--- config.mk ---
export PLATFORM = sky130hd
export DESIGN_NAME = sargantana_icache_refill_unit
export DESIGN_NICKNAME = d
export VERILOG_FILES = /design/src/rtl/sargantana_icache_refill_unit.sv
export SDC_FILE = /design/constraint.sdc
export NUM_CORES = 1
export LEC_CHECK = 0
export BUFFER_PORTS_ARGS = -buffer_cell sky130_fd_sc_hd__buf_2
export CAP_MARGIN = 15
export CORE_AREA = 2 2 177 179
export DETAILED_ROUTE_END_ITERATION = 16
export DIE_AREA = 0 0 179 181
export PLACE_DENSITY = 0.65
export SYNTH_ARGS = -nofsm -noshare
export SYNTH_HDL_FRONTEND = slang
export SYNTH_SLANG_ARGS = --single-unit
export TNS_END_PERCENT = 1
--- constraint.sdc ---
create_clock -name clk_i -period 4.7 [get_ports clk_i]
set_clock_uncertainty 0.15 [all_clocks]
set_input_delay 0.94 -clock clk_i [delete_from_list [all_inputs] [get_ports clk_i]]
set_output_delay 0.94 -clock clk_i [all_outputs]
set_load 0.005 [all_outputs]
--- src/rtl/sargantana_icache_refill_unit.sv ---
// sargantana_icache_refill_unit
// Refill controller between the icache control FSM and the IFILL port.
// Accepts one line miss, issues a line-aligned fill request, assembles the
// response beats into a full line and hands it over with its victim way.
//
// state       | meaning
// ------------+-----------------------------------------------------------
// S_IDLE      | no refill in flight, a new miss can be accepted
// S_REQ       | fill request presented to memory side, waiting for ack
// S_WAIT_DATA | request acked, collecting response beats into the line
// S_DONE      | line assembled, line_valid_o pulses unless killed now
//
// The killed flag travels with the request: once set (kill, beat order
// error) the refill still drains its beats but never delivers a line.

module sargantana_icache_refill_unit #(
    parameter int unsigned LINE_WIDTH   = 256,
    parameter int unsigned BEAT_WIDTH   = 64,
    parameter int unsigned PADDR_SIZE   = 40,
    parameter int unsigned N_WAY        = 4,
    parameter int unsigned OFFSET_WIDTH = 5,
    localparam int unsigned NBEATS      = LINE_WIDTH / BEAT_WIDTH,
    localparam int unsigned WAY_W       = (N_WAY > 1) ? $clog2(N_WAY) : 1,
    localparam int unsigned BEAT_W      = (NBEATS > 1) ? $clog2(NBEATS) : 1
) (
    input  logic                  clk_i,
    input  logic                  rstn_i,

    input  logic                  miss_valid_i,
    input  logic [PADDR_SIZE-1:0] miss_paddr_i,
    input  logic [WAY_W-1:0]      miss_way_i,
    input  logic                  kill_i,
    output logic                  ready_o,
    output logic                  busy_o,

    output logic                  ifill_req_valid_o,
    output logic [PADDR_SIZE-1:0] ifill_req_paddr_o,
    output logic [WAY_W-1:0]      ifill_req_way_o,
    input  logic                  ifill_ack_i,
    input  logic                  ifill_resp_valid_i,
    input  logic [BEAT_W-1:0]     ifill_resp_beat_i,
    input  logic [BEAT_WIDTH-1:0] ifill_resp_data_i,

    output logic                  line_valid_o,
    output logic [LINE_WIDTH-1:0] line_data_o,
    output logic [PADDR_SIZE-1:0] line_paddr_o,
    output logic [WAY_W-1:0]      line_way_o,
    output logic                  beat_err_o
);

    typedef enum logic [1:0] {
        S_IDLE      = 2'd0,
        S_REQ       = 2'd1,
        S_WAIT_DATA = 2'd2,
        S_DONE      = 2'd3
    } state_t;

    localparam logic [BEAT_W-1:0] LAST_BEAT = BEAT_W'(NBEATS - 1);

    state_t                state_q,  state_d;
    logic                  killed_q, killed_d;
    logic [BEAT_W-1:0]     cnt_q,    cnt_d;
    logic [PADDR_SIZE-1:0] paddr_q,  paddr_d;
    logic [WAY_W-1:0]      way_q,    way_d;
    logic [LINE_WIDTH-1:0] line_q,   line_d;
    logic                  beat_err;
    logic                  beat_mismatch;

    // Next-state, request latch and beat assembly; stray beats outside
    // WAIT_DATA are dropped and only flagged.
    always_comb begin
        state_d       = state_q;
        killed_d      = killed_q;
        cnt_d         = cnt_q;
        paddr_d       = paddr_q;
        way_d         = way_q;
        line_d        = line_q;
        beat_err      = 1'b0;
        beat_mismatch = 1'b0;

        case (state_q)
            S_IDLE: begin
                beat_err = ifill_resp_valid_i;
                if (miss_valid_i && !kill_i) begin
                    paddr_d                    = miss_paddr_i;
                    paddr_d[OFFSET_WIDTH-1:0]  = '0;
                    way_d                      = miss_way_i;
                    cnt_d                      = '0;
                    killed_d                   = 1'b0;
                    state_d                    = S_REQ;
                end
            end

            S_REQ: begin
                beat_err = ifill_resp_valid_i;
                // A request cannot be retracted, so kill only marks it.
                if (kill_i) begin
                    killed_d = 1'b1;
                end
                if (ifill_ack_i) begin
                    state_d = S_WAIT_DATA;
                end
            end

            S_WAIT_DATA: begin
                if (kill_i) begin
                    killed_d = 1'b1;
                end
                if (ifill_resp_valid_i) begin
                    beat_mismatch = (ifill_resp_beat_i != cnt_q);
                    if (beat_mismatch) begin
                        beat_err = 1'b1;
                        killed_d = 1'b1;
                    end
                    // Beats land in arrival order regardless of their index.
                    for (int i = 0; i < NBEATS; i++) begin
                        if (cnt_q == BEAT_W'(i)) begin
                            line_d[i*BEAT_WIDTH +: BEAT_WIDTH] = ifill_resp_data_i;
                        end
                    end
                    cnt_d = cnt_q + 1'b1;
                    if (cnt_q == LAST_BEAT) begin
                        if (killed_q || kill_i || beat_mismatch) begin
                            state_d = S_IDLE;
                        end else begin
                            state_d = S_DONE;
                        end
                    end
                end
            end

            S_DONE: begin
                beat_err = ifill_resp_valid_i;
                state_d  = S_IDLE;
            end

            default: begin
                state_d = S_IDLE;
            end
        endcase
    end

    // State and datapath registers with synchronous active-low reset.
    always_ff @(posedge clk_i) begin
        if (!rstn_i) begin
            state_q  <= S_IDLE;
            killed_q <= 1'b0;
            cnt_q    <= '0;
            paddr_q  <= '0;
            way_q    <= '0;
            line_q   <= '0;
        end else begin
            state_q  <= state_d;
            killed_q <= killed_d;
            cnt_q    <= cnt_d;
            paddr_q  <= paddr_d;
            way_q    <= way_d;
            line_q   <= line_d;
        end
    end

    assign ready_o           = (state_q == S_IDLE);
    assign busy_o            = (state_q != S_IDLE);
    assign ifill_req_valid_o = (state_q == S_REQ);
    assign ifill_req_paddr_o = paddr_q;
    assign ifill_req_way_o   = way_q;
    // A kill arriving in DONE still suppresses the array write.
    assign line_valid_o      = (state_q == S_DONE) && !kill_i;
    assign line_data_o       = line_q;
    assign line_paddr_o      = paddr_q;
    assign line_way_o        = way_q;
    assign beat_err_o        = beat_err;

endmodule

==> flow_metrics.tcl, run 1 <==
set metrics [dict create \
    status "completed" \
    gp_congestion 0.808 \
    pwr_density_cell_nw_per_um2 401 \
    clkSlewWorstSetupHoldPaths_ns 0.06 \
    cts.path.max_buffers 3 \
    clkSinkCount 298 \
    finalSetupViolCount 0 \
    wl_per_cell_um 17.3 \
    vias 10298 \
    start_kind "flip-flop" \
    max_freq_ghz 0.344 \
    p_seq_share_pct 44.6 \
    crit_arrival_ns 3.17 \
    utilization_pct 48.9 \
    critical_path_class "flip-flop to flip-flop" \
    worstPathRequired_ns 4.97 \
    drv_cap 0 \
    antenna_found_initial 10 \
    period_share_pct 61.8 \
    hp-class "flip-flop to flip-flop" \
    num_io_pins 459 \
    cts_root_buffer "clkbuf_16" \
    numCtsBuffers 34 \
    leakagePower_nw 6.39 \
    rsz0062_at_grt "false" \
    nets 1853 \
    p_switching_mw 1.48 \
    whs_path_depth 2 \
    r2r_start "state_q[0]" \
    grt_overflow 0 \
    hold_end "line_data_o[64]" \
    io_buffer_count 443 \
    cts_tree "done" \
    layout_min_cycle_time_ns 2.90 \
    swShare_pct 24.8 \
    ir_drop_mv 0.300 \
    postCtsHoldBufs 0 \
    clk_latency_ns 0.50 \
    remaining_drc_errors 0 \
    routed_wl_mm 37.2 \
    slew_violations 0 \
    ff2ff_path_depth 6 \
    post_cts_resized 0 \
    finalHoldViolCount 0 \
    area_delta_synth_final_pct 27.7 \
    placed_cells 2090 \
    p_int_mw 4.48 \
    fin_cells 2157 \
    grt_pass1_wl_mm 56.7 \
    crit_path_end_kind "flip-flop" \
    timing.rr.end "line_data_o[163]" \
    grt_max_degree 135 \
    die_w_um 179 \
    crit_fanout 44 \
    drive_above_1_share_pct 29.9 \
    h-tree-depth 2 \
    start_util_pct 38.3 \
    post_cts_buffers 0 \
    rrSetupSlack_ns 1.80 \
    drtAntennaViolNets 0 \
    rows 64 \
    die_area_um2 32400 \
    avgSynthCellArea_um2 8.47 \
    total_power_mw 5.95 \
    clkPwrFrac_pct 45.1 \
    synthCells 1372 \
    via_per_inst 4.77 \
    synth-seq-cells 298 \
    seq_area_frac_synth_pct 51.4 \
    drt_iter0_drc 465 \
    dr.pass1.iters 5 \
    tns_ns 0 \
    core_um2 30300 \
    die_h_um 181 \
    synth.distinct_cells 32 \
    maxSlewHeadroom_pct 32.3 \
    syn_area_um2 11600 \
    grtUsageTotal_pct 22.3 \
    tightest_slew_ns 1.02 \
    power_frac_comb_pct 10.2 \
    whs_ns 0.309 \
    yosysWarnings 0 \
    first_global_vias 9989 \
    dp_hpwl_mm 24.7 \
    min_from "line_data_o[64]" \
]
logic make-up after synthesis:
group	after synthesis	share of synthesized area, %
AO/OA/AOI/OAI	303	19.7
XOR/XNOR	2	0.151
adder cells (fa/ha/maj)	9	0.970
buffers and inverters	147	7.29
flip-flops	298	51.4
multiplexers	2	0.172
other	1	0.0323
AND/OR/NAND/NOR	610	20.3
worst max-delay path by stage:
| stage | cells after the start | end | start |
|---|---|---|---|
| floorplan | 3 | beat_err_o | ifill_resp_beat_i[1] |
| global placement | 5 | line_data_o[160] | ifill_resp_valid_i |
| detailed placement | 5 | line_data_o[176] | ifill_resp_valid_i |
| CTS | 6 | line_data_o[176] | state_q[0] |
| global route | 6 | line_data_o[179] | state_q[0] |
| finish | 6 | line_data_o[163] | state_q[0] |
worst max-delay path, cell delays in order, from the launching register on:
cell      delay [ns]
dfxtp_1         0.35
inv_1           0.11
ha_1            0.60
and3_2          0.64
buf_4           0.62
nand2_1         0.11
a21boi_0        0.19
power groups by stage:
stage | Combinational, mW | Clock, mW | Sequential [mW]
after floorplan | 0.369 | 0 | 2.71
after global placement | 0.610 | 0 | 2.71
after detailed placement | 0.616 | 0 | 2.71
after CTS | 0.617 | 2.75 | 2.66
after global routing | 0.683 | 2.85 | 2.67
final | 0.609 | 2.69 | 2.66
stage by stage:
stage | instance area (um^2) | worst slack, ns
6_report | 14800 | 1.80
5_1_grt | 14800 | 1.54
4_1_cts | 14800 | 1.75
3_5_place_dp | 13700 | 1.71
3_3_place_gp | 13700 | 1.78
2_1_floorplan | 11600 | 2.24
final cells by class:
| class | instances | area (um^2) |
|---|---|---|
| Multi-Input combinational cell | 936 | 4870 |
| Timing Repair Buffer | 454 | 2320 |
| Clock inverter | 14 | 126 |
| Tap cell | 396 | 495 |
| Antenna cell | 6 | 15.0 |
| Inverter | 6 | 22.5 |
| Clock buffer | 47 | 1020 |
| Sequential cell | 298 | 5970 |
| Fill cell | 3032 | 15500 |
layer usage:
metal  GRT usage, %  vias up  routed length (um)
li1               -     5072                   -
met3           6.42       56                2940
met1           26.4     4808               15200
met4           6.76        6                 714
met5              0        -                  40
met2           38.8      356               18400
sequential cells by signal, summed over array words and instances, names as in the netlist:
signal             flops
cnt_q                  2
state_q                2
line_data_o          256
killed_q               1
ifill_req_paddr_o     35
ifill_req_way_o        2
synth_stat cells, drive strengths merged:
master | number | area [um^2]
nand2 | 592 | 2220
dfxtp | 298 | 5970
a21boi | 294 | 2210
buf | 86 | 618
clkbuf | 55 | 206
ha | 9 | 113
inv | 6 | 22.5
and3 | 4 | 25.0
nand3 | 4 | 40.0
nor2 | 3 | 18.8
and2 | 2 | 12.5
mux2i | 2 | 20.0
nand2b | 2 | 20.0
xor2 | 2 | 17.5
a21oi | 1 | 5.00
a222oi | 1 | 10.0
a22oi | 1 | 12.5
a31o | 1 | 8.76
and2b | 1 | 8.76
and4 | 1 | 10.0
conb | 1 | 3.75
o2111ai | 1 | 8.76
o21a | 1 | 7.51
o221a | 1 | 11.3
o22ai | 1 | 6.26
o31ai | 1 | 7.51
or2 | 1 | 6.26
layout by cell type (no fill, tap or decap), types with 9 or more instances in the layout:
master and instances:
ha_1 9, buf_4 10, dfxtp_1 298, a21boi_0 280
nand2_1 592, buf_2 442, clkbuf_16 37, conb_1 10
clkinv_2 10, a21boi_1 14
No activity file was read; power rests on OpenSTA's default activity.
==> run 2: changes to the inputs <==
Settings changed: ABC_AREA from default to 1, PLACE_DENSITY 0.65 to default.
Clock period 4.7 ns to 3.04 ns, I/O delays scaled along.
==> run 2 against run 1 <==
Effect of this change: synthesized cell count up 3.2%; non-clock buffer count up 17; critical path type is now flip-flop to primary output; flip-flop and latch count did not move; highest routed layer is now met4; utilization fell by 1.2 points; die area is the same; wire length is 2.1% higher; register-to-register slack got worse by 0.99 ns; largest power group is now registers; first-iteration DRC count is 55% higher; sequential share of layout area up 1.0 points; clock-buffer cell count shrank 3.
==> flow_metrics.tcl, run 2 <==
set metrics [dict create \
    fillers 3020 \
    remaining_drc_errors 0 \
    post_cts_buffers 0 \
    gp_congestion 0.808 \
    status "completed" \
    design_area_um2 14500 \
    grt_pass1_wl_mm 58.0 \
    max_freq_ghz 0.394 \
    numCtsBuffers 31 \
    rsz0062_at_grt "false" \
    largest_reg_flops 256 \
    clk_latency_ns 0.55 \
    cts_root_buffer "clkbuf_16" \
    finalHoldViolCount 0 \
    vias 10981 \
    placed_cells 2125 \
    synth_edf_count 0 \
    die_w_um 179 \
    area_delta_synth_final_pct 26.8 \
    finalSetupViolCount 0 \
    ff2ff_path_depth 7 \
    synth_common_cells "dfxtp_1, a21oi_1, nand2_1" \
    die_area_um2 32400 \
    h-tree-depth 1 \
    dr.pass1.iters 4 \
    crit_fanout 5 \
    drtAntennaViolNets 0 \
    num_io_pins 459 \
    yosysWarnings 0 \
    worstPathRequired_ns 2.28 \
    cts_tree "done" \
    grtUsageTotal_pct 22.2 \
    core_um2 30300 \
    tightest_slew_ns 0.607 \
    slew_violations 0 \
    async_reset_ff_share_pct 0 \
    clkSinkCount 298 \
    layout_setup_ws_ns 0.501 \
    synth_top_area_share_pct 52.2 \
    avgSynthCellArea_um2 8.06 \
    grt_overflow 0 \
    period_share_pct 83.5 \
    layout_common_cells "buf_2, dfxtp_1, a21oi_1, nand2_1, nand3_1" \
    drive_above_1_share_pct 29.9 \
    tns_ns 0 \
    die_h_um 181 \
    cts.path.max_buffers 3 \
    post_cts_resized 0 \
    synth_area_leaders "dfxtp_1, a21oi_1, nand3_1" \
    yosysMostFrequentCell "dfxtp_1" \
    routed_wl_mm 38.0 \
    layout_min_cycle_time_ns 2.54 \
    postPlaceCellArea_um2 13500 \
    yosysTopAreaCell "dfxtp_1" \
    clkSlewWorstSetupHoldPaths_ns 0.06 \
    final_common_cell "buf_2" \
    first_global_vias 10243 \
    crit_arrival_ns 1.78 \
    syn_area_um2 11400 \
    whs_path_depth 3 \
    antenna_found_initial 1 \
    leakagePower_nw 6.20 \
    nets 1885 \
    synthCells 1416 \
    critical_path_class "flip-flop to primary output" \
    ir_drop_mv 0.439 \
    grt_max_degree 96 \
    pwr_density_cell_nw_per_um2 668 \
    rows 64 \
    crit_path_end_kind "primary output" \
    fin_cells 2181 \
    io_buffer_count 443 \
    start_util_pct 37.6 \
    via_per_inst 5.03 \
    hp-class "input port to flip-flop" \
    synth_ff_type "dfxtp_1" \
    seq_area_frac_synth_pct 52.2 \
    maxSlewHeadroom_pct 59.5 \
    synth.distinct_cells 20 \
    start_kind "flip-flop" \
    drt_iter0_drc 720 \
    wl_per_cell_um 17.4 \
    postCtsHoldBufs 0 \
    synth-seq-cells 298 \
    place_ws_ns 0.867 \
    drv_cap 0 \
    dp_hpwl_mm 24.9 \
]
[run 2: cell count changes in the layout (fill, tap and decap cells not counted), sizes merged, moves of 3 or more]
cell,delta
clkinv,-3
nor2,+3
o21ai,+41
nand2,-310
clkbuf,-3
buf,+17
diode,-5
and3,-4
a21boi,-294
nand3,+256
a21oi,+296
inv,+47
[run 2: worst max-delay path, cell delays in order, from the launching register on]
cell and delay (ns):
dfxtp_1 0.44, inv_1 0.14, nand2_1 0.08, nand2_1 0.04, nand2_1 0.09, nand2_1 0.07, o21ai_0 0.16, buf_2 0.20
[run 2: worst paths after layout]
kind | from | endpoint | slack, ns
worst max-delay path | cnt_q[1] | beat_err_o | 0.50
worst min-delay path | miss_paddr_i[6] | ifill_req_paddr_o[6] | 0.18
worst max register to register | state_q[0] | line_data_o[207] | 0.81
worst min register to register | line_data_o[219] | line_data_o[219] | 0.31
[run 2: through the flow]
stage	power, mW	hold slack [ns]	util, %
final	9.67	0.177	47.7
after global routing	10.1	0.181	47.7
after CTS	9.75	0.155	47.7
after detailed placement	5.97	0.296	44.3
after global placement	5.96	0.291	44.3
after floorplan	5.38	0.293	-
[run 2: layout make-up]
class / count / area (um^2) / area share, %
Sequential cell: 298 / 5970 / 41.2
Multi-Input combinational cell: 908 / 4290 / 29.6
Timing Repair Buffer: 471 / 2500 / 17.3
Clock buffer: 44 / 905 / 6.25
Tap cell: 396 / 495 / 3.42
Inverter: 52 / 205 / 1.42
Clock inverter: 11 / 109 / 0.752
Antenna cell: 1 / 2.50 / 0.0173
[run 2: cell families after synthesis]
kind of cell             share of synthesized area, %
AND/OR/NAND/NOR                                  21.1
AO/OA/AOI/OAI                                    14.8
flip-flops                                       52.2
buffers and inverters                            10.8
adder cells (fa/ha/maj)                         0.986
XOR/XNOR                                       0.0767
other                                          0.0328
[run 2: power by group]
group / internal (mW) / switching (mW) / total (mW) / leakage, nW
clock: 2.22 / 1.56 / 3.78 / 0.510
combinational: 0.511 / 1.15 / 1.66 / 3.28
sequential: 4.09 / 0.138 / 4.23 / 2.41
total: 6.82 / 2.85 / 9.67 / 6.20
[run 2: routing by layer]
layer / global-route usage (%) / share of wire, % / up-vias
met3: 5.43 / 8.6 / 40
li1: - / - / 5365
met5: 0 / 0 / -
met2: 37.4 / 47 / 382
met4: 5.17 / 1.7 / 0
met1: 28.6 / 43 / 5194
